<file path="src/rtl/serial_sub_nbit.sv">
// serial_sub_nbit: bit-serial N-bit subtractor, d = a - b - bin.
// One full-subtractor cell processes one bit per clock, LSB first; the
// borrow between bits lives in a register. Valid/ready handshake on the
// operand side and on the result side.
module serial_sub_nbit #(
    parameter int unsigned N = 8
) (
    input  logic         clk,
    input  logic         rst_n,
    input  logic         in_valid,
    output logic         in_ready,
    input  logic [N-1:0] a,
    input  logic [N-1:0] b,
    input  logic         bin,
    output logic         out_valid,
    input  logic         out_ready,
    output logic [N-1:0] d,
    output logic         bout,
    output logic         ovf,
    output logic         busy
);

    // Bit counter only has to reach N-1, so ceil(log2 N) bits suffice.
    localparam int unsigned CntW = (N > 1) ? $clog2(N) : 1;
    localparam logic [CntW-1:0] CntLast = CntW'(N - 1);

    typedef enum logic [1:0] {
        StIdle = 2'd0,
        StRun  = 2'd1,
        StDone = 2'd2
    } state_e;

    state_e          state_q;
    logic [N-1:0]    a_sh_q;
    logic [N-1:0]    b_sh_q;
    logic [N-1:0]    d_sh_q;
    logic            brw_q;
    logic [CntW-1:0] cnt_q;
    logic            sa_q;
    logic            sb_q;
    logic            bout_q;
    logic            ovf_q;

    logic            cell_a;
    logic            cell_b;
    logic            cell_d;
    logic            cell_bo;
    logic            last_bit;

    // Full-subtractor cell on the current LSBs and the stored borrow.
    always_comb begin
        cell_a   = a_sh_q[0];
        cell_b   = b_sh_q[0];
        cell_d   = cell_a ^ cell_b ^ brw_q;
        cell_bo  = (~cell_a & cell_b) | ((~cell_a | cell_b) & brw_q);
        last_bit = (cnt_q == CntLast);
    end

    // Control FSM and serial datapath.
    always_ff @(posedge clk or negedge rst_n) begin
        if (!rst_n) begin
            state_q <= StIdle;
            a_sh_q  <= '0;
            b_sh_q  <= '0;
            d_sh_q  <= '0;
            brw_q   <= 1'b0;
            cnt_q   <= '0;
            sa_q    <= 1'b0;
            sb_q    <= 1'b0;
            bout_q  <= 1'b0;
            ovf_q   <= 1'b0;
        end else begin
            unique case (state_q)
                StIdle: begin
                    if (in_valid) begin
                        a_sh_q  <= a;
                        b_sh_q  <= b;
                        brw_q   <= bin;
                        cnt_q   <= '0;
                        sa_q    <= a[N-1];
                        sb_q    <= b[N-1];
                        d_sh_q  <= '0;
                        state_q <= StRun;
                    end
                end
                StRun: begin
                    d_sh_q <= {cell_d, d_sh_q[N-1:1]};
                    a_sh_q <= a_sh_q >> 1;
                    b_sh_q <= b_sh_q >> 1;
                    brw_q  <= cell_bo;
                    cnt_q  <= cnt_q + 1'b1;
                    if (last_bit) begin
                        // cell_d here is the sign bit of the difference.
                        bout_q  <= cell_bo;
                        ovf_q   <= (sa_q ^ sb_q) & (sa_q ^ cell_d);
                        state_q <= StDone;
                    end
                end
                StDone: begin
                    // New operands are never taken on the release edge.
                    if (out_ready) begin
                        state_q <= StIdle;
                    end
                end
                default: begin
                    state_q <= StIdle;
                end
            endcase
        end
    end

    // Status and result outputs decode straight from registers.
    always_comb begin
        in_ready  = (state_q == StIdle);
        busy      = (state_q == StRun);
        out_valid = (state_q == StDone);
        d         = d_sh_q;
        bout      = bout_q;
        ovf       = ovf_q;
    end

endmodule

</file>
<file path="config.mk">
export PLATFORM = sky130hd
export DESIGN_NAME = serial_sub_nbit
export DESIGN_NICKNAME = d
export VERILOG_FILES = /design/src/rtl/serial_sub_nbit.sv
export SDC_FILE = /design/constraint.sdc
export NUM_CORES = 1
export LEC_CHECK = 0
export BUFFER_PORTS_ARGS = -buffer_cell sky130_fd_sc_hd__buf_2
export CORE_MARGIN = 5
export CORE_UTILIZATION = 57
export CTS_CLUSTER_DIAMETER = 150
export DETAILED_ROUTE_END_ITERATION = 6
export GPL_ROUTABILITY_DRIVEN = 0
export PLACE_DENSITY = 0.83
export SKIP_CTS_REPAIR_TIMING = 1
export SKIP_LAST_GASP = 1
export SLEW_MARGIN = 20
export SYNTH_ARGS = -nofsm -noshare
export SYNTH_HDL_FRONTEND = slang
export SYNTH_SLANG_ARGS = --single-unit
</file>
<file path="constraint.sdc">
create_clock -name clk -period 4.02 [get_ports clk]
set_input_delay 0.603 -clock clk [delete_from_list [all_inputs] [get_ports clk]]
set_output_delay 0.603 -clock clk [all_outputs]
set_load 0.05 [all_outputs]
</file>
==> flow_summary.json <==
{
  "outcome": "completed",
  "slew_violations": 0,
  "top_layer_used": "met4",
  "slowest_stage": "dfrtp_1",
  "grt_pass1_vias": 1248,
  "cts_inserted_buffers": 5,
  "dr_wl_met2_mm": 1.54,
  "yosys.area.top_type_share": 0.524,
  "ys_top_cells_by_area": "dfrtp_1 52%, nor2b_1 6.6%, a22oi_1 6.5%",
  "start_kind": "flip-flop",
  "rows": 19,
  "drt_wl_total_mm": 3.27,
  "cts.sinks": 34,
  "diodes": 0,
  "port_buffers": 33,
  "syn_inst": 150,
  "grt_pass1_wl_mm": 5.70,
  "clockBufferDepth": 2,
  "worst_r2r_endpoint": "d[6]",
  "ys_ff_latch": 34,
  "path_max_fanout": 25,
  "dpl.hpwl_mm": 2.26,
  "critPathBufInv": 2,
  "insertion_delay_ns": 0.33,
  "dr_wl_met3_um": 211,
  "ir_drop_v": 0.000696,
  "cp.required_ns": 3.42,
  "htree_num_levels": 2,
  "antenna_found_initial": 0,
  "rsz0062_at_grt": "false",
  "p_leak_nw": 0.856,
  "finalSetupViolations": 0,
  "cp.depth": 3,
  "gr-total-overflow": 0,
  "track_usage": 0.180,
  "clock_skew_ns": 0.00983,
  "critPathTopFamily": "flip-flops",
  "ys_seq_area_frac": 0.524,
  "worstMarginPinSlew_ns": 0.840,
  "synth_top_area_cell": "dfrtp_1",
  "layout-drive-gt1-share": 0.257,
  "fin_crit_sh": 0.672,
  "r2r_start": "state_q[0]",
  "cts_tree": "built",
  "drt-wirelength-per-cell_um": 15.6,
  "final_cells": 210,
  "slew_headroom": 0.440,
  "crit_chain": "nand2b_2, inv_2, buf_2",
  "drtPass1Iterations": 4,
  "ant_nets": 0,
  "boundaryPins": 34,
  "nNetsFinal": 204,
  "syn_nets": 174,
  "via_count": 1228,
  "crit_arrival_ns": 2.10,
  "max_freq_mhz": 370,
  "finalSetupTns_ns": 0,
  "max_cap_viol_count": 0,
  "synth_cell_types": 25,
  "synth_warnings": 0,
  "die_x_um": 63.4,
  "ff2ff_setup_slack_ns": 2.25,
  "synth.avg_cell_area_um2": 10.8,
  "end_kind": "output pin",
  "power_density_nw_per_um2": 811,
  "routed_via_density": 5.85,
  "cts_root_buf": "clkbuf_4",
  "critical_path.max_stage_delay_ns": 0.90,
  "die_area_um2": 4010,
  "netlist_area_um2": 1620,
  "finalCriticalPeriod_ns": 2.70,
  "reg2reg_depth": 2,
  "path_clk_slew_ns": 0.09,
  "die_h_um": 63.4,
  "area_delta_synth_final_pct": 11.5,
  "drtIter0Drc": 44,
  "hold_viol_final": 0,
  "hp-class": "input port to async pin",
  "critical_path_class": "flip-flop to output pin",
  "start_util": 0.594,
  "drc": 0,
  "grt_max_degree": 35,
  "coreArea_um2": 2730,
  "wl_met1_mm": 1.47,
  "dp.cells": 204
}
cell families after synthesis:
group / count (synthesis) / synth area share
AND/OR/NAND/NOR: 29 / 0.111
buffers and inverters: 16 / 0.0586
flip-flops: 34 / 0.524
adder cells (fa/ha/maj): 3 / 0.0278
multiplexers: 3 / 0.0247
AO/OA/AOI/OAI: 65 / 0.254
power breakdown:
part           switching [mW]  internal [mW]
Sequential              0.135          0.482
Combinational           0.411          0.256
Clock                   0.103         0.0787
cell usage after synthesis:
| cell type | number |
|---|---|
| nand2b_1 | 1 |
| inv_1 | 4 |
| a22oi_1 | 14 |
| mux2_4 | 2 |
| nand2_1 | 5 |
| o21bai_1 | 1 |
| fa_1 | 1 |
| nor3b_1 | 1 |
| nor2b_4 | 1 |
| nand3b_2 | 1 |
| mux2i_1 | 1 |
| buf_4 | 2 |
| buf_6 | 3 |
| inv_2 | 1 |
| a22o_1 | 10 |
| nor2b_1 | 17 |
| a2bb2oi_1 | 3 |
| ha_1 | 2 |
| nor2_1 | 2 |
| nand2b_2 | 1 |
| o21ai_1 | 21 |
| clkbuf_1 | 2 |
| dfrtp_1 | 34 |
| a21oi_1 | 16 |
| buf_2 | 4 |
per-layer routing:
layer,vias to the layer above,global-route usage
met5,-,0
met4,0,0.0701
met3,7,0.0746
met2,35,0.263
met1,591,0.237
li1,595,-
sequential cells by signal, indices dropped and copies added, names as in the netlist:
register and cells:
ovf 1, bout 1, cnt_q 3, b_sh_q 8, sa_q 1, brw_q 1
a_sh_q 8, d 8, state_q 2, sb_q 1
layout make-up:
type,instances,area [um2]
Fill cell,212,925
Sequential cell,34,851
Multi-Input combinational cell,100,677
Timing Repair Buffer,34,173
Clock buffer,6,51.3
Tap cell,31,38.8
Inverter,5,18.8
metrics by stage:
| stage | cell area [um2] | utilization | setup WS, ns | power [mW] | hold slack (ns) |
|---|---|---|---|---|---|
| floorplan | 1620 | - | 2.09 | 1.15 | 0.307 |
| global placement | 1760 | 0.643 | 1.74 | 1.27 | 0.466 |
| detailed placement | 1760 | 0.643 | 1.70 | 1.29 | 0.476 |
| CTS | 1810 | 0.662 | 1.32 | 1.48 | 0.340 |
| global route | 1810 | 0.662 | 1.16 | 1.57 | 0.379 |
| finish | 1810 | 0.662 | 1.32 | 1.47 | 0.321 |
worst register-to-register path: cells and delay by family, from the launching register on:
kind | cells | cell delay, ns
AO/OA/AOI/OAI | 2 | 0.76
flip-flops | 1 | 0.90
cells in the final DEF (no fill, tap or decap):
| master | synthesis | layout |
|---|---|---|
| nand3b_2 | 1 | 1 |
| nor3b_1 | 1 | 1 |
| mux2i_1 | 1 | 1 |
| nor2b_4 | 1 | 1 |
| o21ai_1 | 21 | 21 |
| nand2b_2 | 1 | 1 |
| nand2_1 | 5 | 5 |
| clkbuf_8 | 0 | 1 |
| a2bb2oi_1 | 3 | 3 |
| o21bai_1 | 1 | 1 |
| clkbuf_4 | 0 | 5 |
| buf_4 | 2 | 1 |
| inv_2 | 1 | 1 |
| buf_2 | 4 | 33 |
| inv_1 | 4 | 4 |
| ha_1 | 2 | 2 |
| nor2b_1 | 17 | 17 |
| a22o_1 | 10 | 10 |
| a21oi_1 | 16 | 16 |
| fa_1 | 1 | 1 |
| nor2_1 | 2 | 2 |
| a22oi_1 | 14 | 14 |
| nand2b_1 | 1 | 1 |
| dfrtp_1 | 34 | 34 |
| mux2_4 | 2 | 2 |
how the worst max path moves through the flow:
stage,from,end,slack (ns)
6_report,state_q[0],busy,1.32
3_3_place_gp,state_q[0],busy,1.74
3_5_place_dp,state_q[0],busy,1.70
5_1_grt,state_q[0],busy,1.16
2_1_floorplan,state_q[0],in_ready,2.09
4_1_cts,state_q[0],busy,1.32
Note: power is estimated with default switching activity, not from simulation.
